==> src/rtl/hex_scan_595_if.sv <==
// hex_scan_595_if -- bundle for the 74HC595 hex scanner.
//   Scan controls (master -> slave): i_en, i_value, i_dp, i_lz
//   Chain drive  (slave -> master): o_shcp, o_stcp, o_ds, o_oe, o_busy, o_frame
// The scanner sits on the slave modport; whatever feeds it uses master.
`timescale 1ns/1ps
interface hex_scan_595_if #(
   parameter int N_DIGITS = 4
);
   logic                  i_en;
   logic [4*N_DIGITS-1:0] i_value;
   logic [N_DIGITS-1:0]   i_dp;
   logic                  i_lz;
   logic                  o_shcp;
   logic                  o_stcp;
   logic                  o_ds;
   logic                  o_oe;
   logic                  o_busy;
   logic                  o_frame;

   modport master (
      output i_en, i_value, i_dp, i_lz,
      input  o_shcp, o_stcp, o_ds, o_oe, o_busy, o_frame
   );

   modport slave (
      input  i_en, i_value, i_dp, i_lz,
      output o_shcp, o_stcp, o_ds, o_oe, o_busy, o_frame
   );
endinterface

==> src/rtl/hex_scan_595.sv <==
// hex_scan_595 -- multiplexed hex display scanner driving a 74HC595 chain.
// Each digit period: LOAD (build word), SHIFT (W = 8 + N_DIGITS bits, MSB
// first), LATCH (STCP pulse), DWELL (digit held lit). A frame is N_DIGITS
// digit periods; inputs are captured once per frame at digit 0's LOAD.
// Ports:
//   clk    -- system clock, rising edge
//   rst_n  -- asynchronous active-low reset
//   bus    -- hex_scan_595_if.slave: i_en, i_value, i_dp, i_lz in;
//             o_shcp, o_stcp, o_ds, o_oe (active low), o_busy, o_frame out
// All outputs come straight from registers.
`timescale 1ns/1ps
module hex_scan_595 #(
   parameter int N_DIGITS         = 4,
   parameter int SHIFT_DIV        = 4,
   parameter int DWELL            = 1024,
   parameter bit SEG_ACTIVE_LOW   = 1'b0,
   parameter bit ANODE_ACTIVE_LOW = 1'b0
) (
   input  logic          clk,
   input  logic          rst_n,
   hex_scan_595_if.slave bus
);
   localparam int W     = 8 + N_DIGITS;
   localparam int DIG_W = (N_DIGITS > 1) ? $clog2(N_DIGITS) : 1;
   localparam int T_MAX = (DWELL > SHIFT_DIV) ? DWELL : SHIFT_DIV;
   localparam int T_W   = $clog2(T_MAX + 1);
   localparam int B_W   = $clog2(W);

   typedef enum logic [2:0] {
      S_IDLE,
      S_LOAD,
      S_SHIFT,
      S_LATCH,
      S_DWELL
   } state_t;

   state_t                state;
   logic [DIG_W-1:0]      dig;
   logic [T_W-1:0]        tmr;
   logic [B_W-1:0]        bit_idx;
   logic                  phase_hi;
   logic [W-2:0]          sreg;      // bits still to go; current bit sits in ds_q
   logic [4*N_DIGITS-1:0] sh_value;
   logic [N_DIGITS-1:0]   sh_dp;
   logic                  sh_lz;
   logic                  shcp_q, stcp_q, ds_q, oe_q, busy_q, frame_q;

   // Word construction
   logic [4*N_DIGITS-1:0] src_value;
   logic [N_DIGITS-1:0]   src_dp;
   logic                  src_lz;
   logic [3:0]            nib;
   logic [6:0]            seg7;
   logic                  blank;
   logic [7:0]            seg;
   logic [N_DIGITS-1:0]   an;
   logic [W-1:0]          word;

   always_comb begin
      // Digit 0 builds from the live inputs: the shadows load on that same
      // edge, so reading them here would show the previous frame's value.
      if (dig == '0) begin
         src_value = bus.i_value;
         src_dp    = bus.i_dp;
         src_lz    = bus.i_lz;
      end else begin
         src_value = sh_value;
         src_dp    = sh_dp;
         src_lz    = sh_lz;
      end
      nib = src_value[4*dig +: 4];
      case (nib)
         4'h0: seg7 = 7'h3F;
         4'h1: seg7 = 7'h06;
         4'h2: seg7 = 7'h5B;
         4'h3: seg7 = 7'h4F;
         4'h4: seg7 = 7'h66;
         4'h5: seg7 = 7'h6D;
         4'h6: seg7 = 7'h7D;
         4'h7: seg7 = 7'h07;
         4'h8: seg7 = 7'h7F;
         4'h9: seg7 = 7'h6F;
         4'hA: seg7 = 7'h77;
         4'hB: seg7 = 7'h7C;
         4'hC: seg7 = 7'h39;
         4'hD: seg7 = 7'h5E;
         4'hE: seg7 = 7'h79;
         default: seg7 = 7'h71;
      endcase
      // Blank when this nibble and everything above it is zero
      blank = src_lz && (dig != '0) && ((src_value >> (4*dig)) == '0);
      if (blank) seg7 = '0;
      seg = {src_dp[dig], seg7};
      an  = '0;
      an[dig] = 1'b1;
      if (SEG_ACTIVE_LOW)   seg = ~seg;
      if (ANODE_ACTIVE_LOW) an  = ~an;
      word = {seg, an};
   end

   always_ff @(posedge clk or negedge rst_n) begin
      if (!rst_n) begin
         state    <= S_IDLE;
         dig      <= '0;
         tmr      <= '0;
         bit_idx  <= '0;
         phase_hi <= 1'b0;
         sreg     <= '0;
         sh_value <= '0;
         sh_dp    <= '0;
         sh_lz    <= 1'b0;
         shcp_q   <= 1'b0;
         stcp_q   <= 1'b0;
         ds_q     <= 1'b0;
         oe_q     <= 1'b1;
         busy_q   <= 1'b0;
         frame_q  <= 1'b0;
      end else begin
         frame_q <= 1'b0;
         case (state)
            S_IDLE: begin
               if (bus.i_en) begin
                  state  <= S_LOAD;
                  dig    <= '0;
                  busy_q <= 1'b1;
               end
            end
            S_LOAD: begin
               if (dig == '0) begin
                  sh_value <= bus.i_value;
                  sh_dp    <= bus.i_dp;
                  sh_lz    <= bus.i_lz;
               end
               sreg     <= word[W-2:0];
               ds_q     <= word[W-1];
               bit_idx  <= '0;
               tmr      <= '0;
               phase_hi <= 1'b0;
               shcp_q   <= 1'b0;
               state    <= S_SHIFT;
            end
            S_SHIFT: begin
               if (tmr == T_W'(SHIFT_DIV - 1)) begin
                  tmr <= '0;
                  if (!phase_hi) begin
                     phase_hi <= 1'b1;
                     shcp_q   <= 1'b1;
                  end else begin
                     phase_hi <= 1'b0;
                     shcp_q   <= 1'b0;
                     if (bit_idx == B_W'(W - 1)) begin
                        state  <= S_LATCH;
                        stcp_q <= 1'b1;
                        ds_q   <= 1'b0;
                     end else begin
                        bit_idx <= bit_idx + 1'b1;
                        ds_q    <= sreg[W-2];
                        sreg    <= {sreg[W-3:0], 1'b0};
                     end
                  end
               end else begin
                  tmr <= tmr + 1'b1;
               end
            end
            S_LATCH: begin
               if (tmr == T_W'(SHIFT_DIV - 1)) begin
                  tmr    <= '0;
                  stcp_q <= 1'b0;
                  oe_q   <= 1'b0;
                  state  <= S_DWELL;
               end else begin
                  tmr <= tmr + 1'b1;
               end
            end
            S_DWELL: begin
               if (tmr == T_W'(DWELL - 1)) begin
                  tmr <= '0;
                  if (dig != DIG_W'(N_DIGITS - 1)) begin
                     dig   <= dig + 1'b1;
                     state <= S_LOAD;
                  end else begin
                     frame_q <= 1'b1;
                     dig     <= '0;
                     if (bus.i_en) begin
                        state <= S_LOAD;
                     end else begin
                        state  <= S_IDLE;
                        busy_q <= 1'b0;
                        oe_q   <= 1'b1;
                     end
                  end
               end else begin
                  tmr <= tmr + 1'b1;
               end
            end
            default: state <= S_IDLE;
         endcase
      end
   end

   assign bus.o_shcp  = shcp_q;
   assign bus.o_stcp  = stcp_q;
   assign bus.o_ds    = ds_q;
   assign bus.o_oe    = oe_q;
   assign bus.o_busy  = busy_q;
   assign bus.o_frame = frame_q;
endmodule

==> src/flat_wrapper.sv <==
// flat-port wrapper written by rule: the top's interface ports become plain ports
module hex_scan_595_flat 
#(
   parameter int N_DIGITS         = 4,
   parameter int SHIFT_DIV        = 4,
   parameter int DWELL            = 1024,
   parameter bit SEG_ACTIVE_LOW   = 1'b0,
   parameter bit ANODE_ACTIVE_LOW = 1'b0
)
  (clk, rst_n, bus_i_en, bus_i_value, bus_i_dp, bus_i_lz, bus_o_shcp, bus_o_stcp, bus_o_ds, bus_o_oe, bus_o_busy, bus_o_frame);
  hex_scan_595_if #(.N_DIGITS(N_DIGITS)) bus_i ();
  input  logic clk;
  input  logic rst_n;
  input wire logic [$bits(bus_i.i_en)-1:0] bus_i_en;
  input wire logic [$bits(bus_i.i_value)-1:0] bus_i_value;
  input wire logic [$bits(bus_i.i_dp)-1:0] bus_i_dp;
  input wire logic [$bits(bus_i.i_lz)-1:0] bus_i_lz;
  output wire logic [$bits(bus_i.o_shcp)-1:0] bus_o_shcp;
  output wire logic [$bits(bus_i.o_stcp)-1:0] bus_o_stcp;
  output wire logic [$bits(bus_i.o_ds)-1:0] bus_o_ds;
  output wire logic [$bits(bus_i.o_oe)-1:0] bus_o_oe;
  output wire logic [$bits(bus_i.o_busy)-1:0] bus_o_busy;
  output wire logic [$bits(bus_i.o_frame)-1:0] bus_o_frame;
  assign bus_i.i_en = bus_i_en;
  assign bus_i.i_value = bus_i_value;
  assign bus_i.i_dp = bus_i_dp;
  assign bus_i.i_lz = bus_i_lz;
  assign bus_o_shcp = bus_i.o_shcp;
  assign bus_o_stcp = bus_i.o_stcp;
  assign bus_o_ds = bus_i.o_ds;
  assign bus_o_oe = bus_i.o_oe;
  assign bus_o_busy = bus_i.o_busy;
  assign bus_o_frame = bus_i.o_frame;
  hex_scan_595 #(.N_DIGITS(N_DIGITS), .SHIFT_DIV(SHIFT_DIV), .DWELL(DWELL), .SEG_ACTIVE_LOW(SEG_ACTIVE_LOW), .ANODE_ACTIVE_LOW(ANODE_ACTIVE_LOW)) u_core (.clk(clk), .rst_n(rst_n), .bus(bus_i));
endmodule
==> config.mk <==
export PLATFORM = sky130hd
export DESIGN_NAME = hex_scan_595_flat
export DESIGN_NICKNAME = d
export VERILOG_FILES = /design/src/rtl/hex_scan_595_if.sv /design/src/rtl/hex_scan_595.sv /design/src/flat_wrapper.sv
export SDC_FILE = /design/constraint.sdc
export NUM_CORES = 1
export LEC_CHECK = 0
export ABC_AREA = 1
export ABC_CLOCK_PERIOD_IN_PS = 7600
export BUFFER_PORTS_ARGS = -buffer_cell sky130_fd_sc_hd__buf_2
export CAP_MARGIN = 40
export CORE_UTILIZATION = 56
export CTS_CLUSTER_DIAMETER = 50
export DETAILED_ROUTE_END_ITERATION = 10
export PLACE_DENSITY = 0.75
export SLEW_MARGIN = 20
export SYNTH_ARGS = -nofsm -noshare
export SYNTH_HDL_FRONTEND = slang
export SYNTH_SLANG_ARGS = --single-unit
==> constraint.sdc <==
create_clock -name clk -period 7.6 [get_ports clk]
set_clock_uncertainty 0.1 [all_clocks]
set_input_delay 0.76 -clock clk [delete_from_list [all_inputs] [get_ports clk]]
set_output_delay 0.76 -clock clk [all_outputs]
set_load 0.1 [all_outputs]
==> summary.md, run 1 <==
| Metric | Value |
|---|---|
| Pins over their slew limit | `0` |
| Placed insts | `591` |
| Synthesis-stage register bit count | `58` |
| Final Instance Area | `3950 µm²` |
| Critical path arrival | `3.68 ns` |
| Post-layout util | `65.6%` |
| CTS tree | `yes` |
| I/O pins | `30` |
| CP required | `7.75 ns` |
| Post-synthesis compound-gate area fraction | `9.99%` |
| Initial antenna violation count | `0` |
| Reg2reg end | `u_core.sreg[10]$_DFFE_PN0P_` |
| Avg Cell Area, Syn | `7.15 µm²` |
| RSZ-0062 raised after global routing | `false` |
| Crit path from | `u_core.dig[0]$_DFFE_PN0P_` |
| Max-cap violation count | `0` |
| Synth warnings | `0` |
| Setup TNS | `0 ns` |
| Critical Path End Type | `flop` |
| CTS H-tree lvls | `3` |
| Largest family of logic cells by synthesized area | `simple AND/OR/NAND/NOR gates` |
| CP endpoint | `u_core.sreg[10]$_DFFE_PN0P_` |
| Chip Width | `81.8 µm` |
| Post-route DRC | `0` |
| Worst path slowest cell | `dfrtp_1` |
| Layout cells sized above 1 | `12.8%` |
| Reg2reg setup slack | `4.06 ns` |
| Synth Area in Adders | `4.21%` |
| Final WS setup | `4.06 ns` |
| Worst Setup Path Type | `flop to flop` |
| Finished Layout Cells | `607` |
| DR iter-0 viols | `224` |
| WHS Path Cells | `2` |
| FMAX | `283 MHz` |
| Final Critical Period | `3.54 ns` |
| Max transition margin | `49.2%` |
| Pre-CTS setup slack | `4.09 ns` |
| Vias | `3,300` |
| Final Hold Fails | `0` |
| Crit-path most repeated cell | `nand2_1` |
| Mapped Cells | `499` |
| Max Buffers Root-to-Sink | `2` |
| Final Cycle Share | `46.6%` |
| Gpl congestion | `0.867` |
| DRT Wirelength | `8.32 mm` |
| Total Routing Usage GR | `28.3%` |
| Synth area leaders | `dfrtp_1, nand2_1, nand3_1` |
| # setup viols final | `0` |
| Crit-path max FO | `18` |
| Clk pin slew, worst setup/hold paths | `0.07 ns` |
| Yosys top cell by area | `dfrtp_1` |
| Synth top area share | `40.0%` |
| Commonest non-fill, non-tap cell in the layout | `nand2_1` |
| First-pass GRT wire length | `14.1 mm` |
| Post-synthesis mux area share | `0.561%` |
| HP Class | `flop to flop` |
| Critical path cell sequence | `inv_2, ha_1, buf_8, inv_4, nand2_1, nand3_1, nand3_1, nand2_1, inv_2, ha_1, inv_1, nor3_1, nand3_1, a21oi_1, nand2_1, nand2_1, nor2_1, nor2_1, nor2_1` |
| Startpoint types | `flop` |
| Die ar. | `6700 µm²` |
| Vias in the first global route | `3,116` |
| Mapped cell area | `3570 µm²` |
| # rows | `28` |
| Synth-to-Final Area Change | `10.7%` |
| Die Y-Extent | `81.8 µm` |
| Core area | `6030 µm²` |
| Clock Sinks | `58` |
| Area after DPL | `3750 µm²` |
| Hpwl dp | `5.87 mm` |
| IR drop worst, VDD | `0.166 mV` |
| Clock Latency Late Sink | `0.35 ns` |
| Leakage | `2.00 nW` |
| GRT Residual Overflow | `0` |
| Clk root buf | `clkbuf_8` |
| Post-Syn Nets | `535` |
| DR WL/cell | `13.7 µm` |
| Critical Path Max Stage Delay | `0.59 ns` |
| Vias per inst | `5.44` |
| Worst r2r src | `u_core.dig[0]$_DFFE_PN0P_` |
| Starting Density | `59.2%` |
| Final ANT Viol Nets | `0` |
| Commonest non-fill, non-tap cells in the layout | `nand2_1, dfrtp_1, nand3_1` |
| Number of detailed-route iterations in the first pass | `4` |
| CTS Buf Count | `9` |
| Synth Area in Simple Gates | `36.0%` |
| Ant. Diodes | `0` |
| Buffers on Ports | `29` |
| Final net count | `563` |
| CTS hold repair buffers | `0` |
| Post_cts resized | `0` |
| Sequential area share after synthesis | `40.7%` |
| Post-CTS setup buffers | `0` |
| Worst reg-to-reg path cell count | `19` |
| Post-Synth XOR/XNOR Area | `1.47%` |
| Status | `finished, final reports clean` |
| Slew @ Worst Pin | `0.760 ns` |
| Pwr per Cell Area | `158 nW/µm²` |
| Largest net degree at the start of global routing | `59` |
| Unique masters post-synth | `37` |
[area by class of cell]
class / count / area, µm²
inverter: 44 / 168
tap: 75 / 93.8
sequential: 58 / 1450
multi-input combinational: 383 / 1870
clock inverter: 4 / 50.0
fill: 540 / 2070
clock buffer: 12 / 155
timing repair buffer: 31 / 168
[kinds of logic (layout without fill, tap and decap cells)]
kind of cell / Yosys count / count (layout)
flops: 58 / 58
simple gates: 299 / 299
compound gates: 64 / 64
mux: 2 / 2
xor+xnor: 6 / 6
buf+inv: 58 / 91
fa+ha+maj: 12 / 12
[through the flow]
stage | power [mW] | hold slack [ns]
final | 0.625 | 0.379
after global routing | 0.644 | 0.401
after detailed placement | 0.329 | 0.363
after floorplan | 0.316 | 0.342
after global placement | 0.329 | 0.360
after CTS | 0.629 | 0.381
[report_power, final]
part	total, mW	internal, mW	switching (mW)
sequential	0.309	0.309	0.0000646
clock	0.303	0.169	0.134
combinational	0.0136	0.00487	0.00869
total	0.625	0.482	0.143
[worst max-delay path, delay by kind of cell (launching register included)]
family,cells,cell delay [ns]
and+or+nand+nor,11,1.14
buffers and inverters,5,0.86
adders and majority gates,2,0.64
DFF,1,0.59
AOI/OAI and AO/OA,1,0.12
[metal layers]
metal | global-route usage (%) | vias up | wire (µm)
met5 | 0 | - | 0
met4 | 14.6 | 0 | 193
met3 | 6.56 | 18 | 440
met2 | 44.2 | 83 | 3810
met1 | 36.5 | 1521 | 3870
li1 | - | 1678 | -
[Yosys cell counts]
library cell  instances
clkbuf_1              5
buf_4                 3
o22ai_1               7
or2_2                 1
and2_1                3
nand2_1             173
dfstp_2               1
nand3_2               1
nor2_1               43
nand3_1              51
nor2_2                3
nand4_2               1
inv_2                 9
nand2_2               3
nor3_1                9
nor3b_1               1
a22o_1                2
inv_1                33
dfrtp_1              57
inv_4                 1
a211oi_1              1
nand4_1               7
clkinv_1              1
a22oi_1               1
o21a_1                5
xor2_1                4
o21ai_0              31
o211ai_1              1
xnor2_1               2
a21oi_1              11
and3_1                1
buf_2                 4
o21ai_1               5
ha_1                 12
nor3_4                2
mux2i_1               2
buf_6                 2
[flip-flops by register name (all words and copies together) (netlist names)]
register and count:
u_core.bit_idx 4, u_core.bus.o_busy 1, u_core.bus.o_ds 1, u_core.bus.o_frame 1, u_core.bus.o_oe 1, u_core.bus.o_stcp 1, u_core.dig 2, u_core.phase_hi 1
u_core.sh_dp 4, u_core.sh_lz 1, u_core.sh_value 16, u_core.sreg 11, u_core.state 3, u_core.tmr 11
[how the worst min path moves through the flow]
stage                                                from                         endpoint
final                     u_core.sh_value[10]$_DFFE_PN0P_  u_core.sh_value[10]$_DFFE_PN0P_
after global routing       u_core.sh_value[0]$_DFFE_PN0P_   u_core.sh_value[0]$_DFFE_PN0P_
after CTS                  u_core.sh_value[1]$_DFFE_PN0P_   u_core.sh_value[1]$_DFFE_PN0P_
after detailed placement   u_core.sh_value[1]$_DFFE_PN0P_   u_core.sh_value[1]$_DFFE_PN0P_
after global placement     u_core.sh_value[6]$_DFFE_PN0P_   u_core.sh_value[6]$_DFFE_PN0P_
after floorplan            u_core.sh_value[0]$_DFFE_PN0P_   u_core.sh_value[0]$_DFFE_PN0P_
Note: power is estimated with default switching activity, not from simulation.
==> run 2, diff against run 1 <==
--- a/config.mk
+++ b/config.mk
@@ -6,7 +6,7 @@
 export NUM_CORES = 1
 export LEC_CHECK = 0
 export ABC_AREA = 1
-export ABC_CLOCK_PERIOD_IN_PS = 7600
+export ABC_CLOCK_PERIOD_IN_PS = 3400
 export BUFFER_PORTS_ARGS = -buffer_cell sky130_fd_sc_hd__buf_2
 export CAP_MARGIN = 40
 export CORE_UTILIZATION = 56
==> constraint.sdc (replaced) <==
create_clock -name clk -period 3.4 [get_ports clk]
set_clock_uncertainty 0.1 [all_clocks]
set_input_delay 0.34 -clock clk [delete_from_list [all_inputs] [get_ports clk]]
set_output_delay 0.34 -clock clk [all_outputs]
set_load 0.1 [all_outputs]
==> summary.md, run 2 (synthesized netlist as in run 1, its figures left out) <==
| Metric | Value |
|---|---|
| Status | `finished, final reports clean (unchanged)` |
| Die Y-Extent | `81.8 µm (unchanged)` |
| Setup TNS | `0 ns (unchanged)` |
| Hold Path Sink | `u_core.sh_lz$_DFFE_PN0P_ (was u_core.sh_value[10]$_DFFE_PN0P_)` |
| Starting Density | `59.2% (unchanged)` |
| Vias in the first global route | `3,052 (was 3,116)` |
| CTS tree | `yes (unchanged)` |
| GRT Max-Usage Layer | `met2 (unchanged)` |
| Min-delay src | `bus_i_lz (was u_core.sh_value[10]$_DFFE_PN0P_)` |
| Number of flip-flops in the largest register | `16 (unchanged)` |
| # rows | `28 (unchanged)` |
| Max Buffers Root-to-Sink | `2 (unchanged)` |
| M2 GR Usage | `44.0% (was 44.2%)` |
| Final ANT Viol Nets | `0 (unchanged)` |
| Critical Path End Type | `flop (unchanged)` |
| Pwr per Cell Area | `342 nW/µm² (was 158 nW/µm²)` |
| DR iter-0 viols | `203 (was 224)` |
| Clk pin slew, worst setup/hold paths | `0.06 ns (was 0.07 ns)` |
| Worst reg-to-reg path cell count | `18 (was 19)` |
| Clock Sinks | `58 (unchanged)` |
| Hold WS | `0.150 ns (was 0.379 ns)` |
| Max-cap violation count | `0 (unchanged)` |
| Clock Power Share | `47.0% (was 48.4%)` |
| Final Cycle Share | `85.0% (was 46.6%)` |
| Reg2reg end | `u_core.sreg[4]$_DFFE_PN0P_ (was u_core.sreg[10]$_DFFE_PN0P_)` |
| RSZ-0062 raised after global routing | `false (unchanged)` |
| Critical Path Max Stage Delay | `0.35 ns (was 0.59 ns)` |
| DRT Wirelength | `8.34 mm (was 8.32 mm)` |
| CTS H-tree lvls | `3 (unchanged)` |
| IR drop worst, VDD | `0.304 mV (was 0.166 mV)` |
| Number of detailed-route iterations in the first pass | `5 (was 4)` |
| Critical path cell sequence | `clkinv_1, ha_1, buf_4, nand2_1, nand3_1, nand3_1, nand2_1, inv_2, ha_1, inv_1, nor3_1, nand3_1, a21oi_1, nand2_1, nand2_1, nor2_1, nor2_1, nor2_1 (was inv_2, ha_1, buf_8, inv_4, nand2_1, nand3_1, nand3_1, nand2_1, inv_2, ha_1, inv_1, nor3_1, nand3_1, a21oi_1, nand2_1, nand2_1, nor2_1, nor2_1, nor2_1)` |
| Slew @ Worst Pin | `0.510 ns (was 0.760 ns)` |
| CP delay by family, top | `simple AND/OR/NAND/NOR gates (unchanged)` |
| Buffers and inverters on the worst path | `4 (was 5)` |
| Crit-path most repeated cell | `nand2_1 (unchanged)` |
| Worst path slowest cell | `dfrtp_1 (unchanged)` |
| Crit path from | `u_core.dig[1]$_DFFE_PN0P_ (was u_core.dig[0]$_DFFE_PN0P_)` |
| Final net count | `570 (was 563)` |
| I/O pins | `30 (unchanged)` |
| Reg power frac | `50.5% (was 49.4%)` |
| Chip Width | `81.8 µm (unchanged)` |
| Final Hold Fails | `0 (unchanged)` |
| Post-route DRC | `0 (unchanged)` |
| Commonest non-fill, non-tap cell in the layout | `nand2_1 (unchanged)` |
| Comb pwr share | `2.5% (was 2.2%)` |
| Core area | `6030 µm² (unchanged)` |
| Startpoint types | `flop (unchanged)` |
| Clock Latency Late Sink | `0.34 ns (was 0.35 ns)` |
| Layout cells sized above 1 | `13.6% (was 12.8%)` |
| Vias | `3,345 (was 3,300)` |
| Initial antenna violation count | `0 (unchanged)` |
| CTS Buf Count | `9 (unchanged)` |
| Total Routing Usage GR | `27.2% (was 28.3%)` |
| Crit-path max FO | `15 (was 18)` |
| Buffers on Ports | `29 (unchanged)` |
| Met3 Track Usage GR | `5.44% (was 6.56%)` |
| Max transition margin | `66.0% (was 49.2%)` |
| Hpwl dp | `5.96 mm (was 5.87 mm)` |
| Ant. Diodes | `0 (unchanged)` |
| Top reg by flops | `u_core.sh_value (unchanged)` |
| CP required | `3.54 ns (was 7.75 ns)` |
| Gpl congestion | `0.907 (was 0.867)` |
| Die ar. | `6700 µm² (unchanged)` |
| Vias per inst | `5.47 (was 5.44)` |
| GRT Residual Overflow | `0 (unchanged)` |
| FMAX | `346 MHz (was 283 MHz)` |
| Critical path arrival | `3.03 ns (was 3.68 ns)` |
| Largest net degree at the start of global routing | `34 (was 59)` |
| Synth-to-Final Area Change | `12.0% (was 10.7%)` |
| Sw Pwr | `0.296 mW (was 0.143 mW)` |
| Commonest non-fill, non-tap cells in the layout | `nand2_1, dfrtp_1, nand3_1 (unchanged)` |
| Worst Setup Path Type | `flop to flop (unchanged)` |
| Fill cell count | `528 (was 540)` |
| # setup viols final | `0 (unchanged)` |
| Reg2reg setup slack | `0.51 ns (was 4.06 ns)` |
| Worst r2r src | `u_core.dig[1]$_DFFE_PN0P_ (was u_core.dig[0]$_DFFE_PN0P_)` |
| Pins over their slew limit | `0 (unchanged)` |
| DR WL/cell | `13.6 µm (was 13.7 µm)` |
| Top flop regs | `u_core.sh_value x16, u_core.sreg x11, u_core.tmr x11 (unchanged)` |
| Internal power | `1.07 mW (was 0.482 mW)` |
| Sw frac | `21.6% (was 22.8%)` |
| HP Class | `input port to flop (was flop to flop)` |
| First-pass GRT wire length | `13.6 mm (was 14.1 mm)` |
| Leakage | `2.04 nW (was 2.00 nW)` |
| Final Critical Period | `2.89 ns (was 3.54 ns)` |
| GR met1 Demand/Resource | `34.0% (was 36.5%)` |
| Post-CTS setup buffers | `0 (unchanged)` |
| Clk root buf | `clkbuf_8 (unchanged)` |
| WHS Path Cells | `3 (was 2)` |
-- run 2: changes by cell type in the layout (fill, tap and decap cells not counted), sizes merged --
cell         before  now
buf              31   37
clkinvlp          2    0
clkbuf           12   11
clkinv            2    3
dlygate4sd3       0    1
-- run 2: worst max-delay path by stage --
stage                                       end  slack, ns  depth (start not counted)
detailed placement  u_core.sreg[10]$_DFFE_PN0P_       0.55                         18
finish               u_core.sreg[4]$_DFFE_PN0P_       0.51                         18
CTS                 u_core.sreg[10]$_DFFE_PN0P_       0.53                         18
floorplan           u_core.sreg[10]$_DFFE_PN0P_       0.59                         20
global route        u_core.sreg[10]$_DFFE_PN0P_       0.23                         18
global placement     u_core.sreg[4]$_DFFE_PN0P_       0.64                         18
-- run 2: stage by stage --
| step | cell area, µm² | worst slack (ns) | utilization, % | instances | power [mW] |
|---|---|---|---|---|---|
| floorplan | 3570 | 0.594 | - | 499 | 0.706 |
| global placement | 3780 | 0.641 | 62.7 | 596 | 0.735 |
| detailed placement | 3800 | 0.548 | 63.0 | 597 | 0.738 |
| CTS | 4000 | 0.529 | 66.4 | 612 | 1.38 |
| global route | 4000 | 0.235 | 66.4 | 612 | 1.41 |
| finish | 4000 | 0.509 | 66.4 | 612 | 1.37 |
-- run 2: worst reg2reg max path: stages, from the launching register on --
cell      delay (ns)
dfrtp_1         0.35
clkinv_1        0.24
ha_1            0.33
buf_4           0.20
nand2_1         0.11
nand3_1         0.09
nand3_1         0.09
nand2_1         0.13
inv_2           0.15
ha_1            0.16
inv_1           0.05
nor3_1          0.13
nand3_1         0.10
a21oi_1         0.12
nand2_1         0.11
nand2_1         0.14
nor2_1          0.06
nor2_1          0.09
nor2_1          0.04
-- run 2: timing repair --
action | 4_1_cts | 5_1_grt
resized for setup | 0 | 0
hold buffers | 1 | 0
hold endpoints to repair | 14 | 0
-- run 2: power groups by stage --
stage	Combinational (mW)	Clock, mW	Sequential [mW]
6_report	0.0341	0.643	0.691
2_1_floorplan	0.00208	0	0.704
3_3_place_gp	0.0312	0	0.704
3_5_place_dp	0.0342	0	0.704
4_1_cts	0.0354	0.651	0.691
5_1_grt	0.0398	0.679	0.690
-- run 2: routing by layer --
layer / part of all wire [%] / up-vias
li1: - / 1695
met1: 44 / 1506
met2: 47 / 122
met3: 6.5 / 22
met4: 2.5 / 0
met5: 0 / -
-- run 2: layout make-up --
cell class              count  area, µm²  share of cell area [%]
clock buffers              11        151                    3.79
repair buffers             38        228                    5.69
clock inverters             3       40.0                    1.00
inverters                  44        168                    4.19
well taps                  75       93.8                    2.35
multi-input cells         383       1870                    46.7
flip-flops and latches     58       1450                    36.3
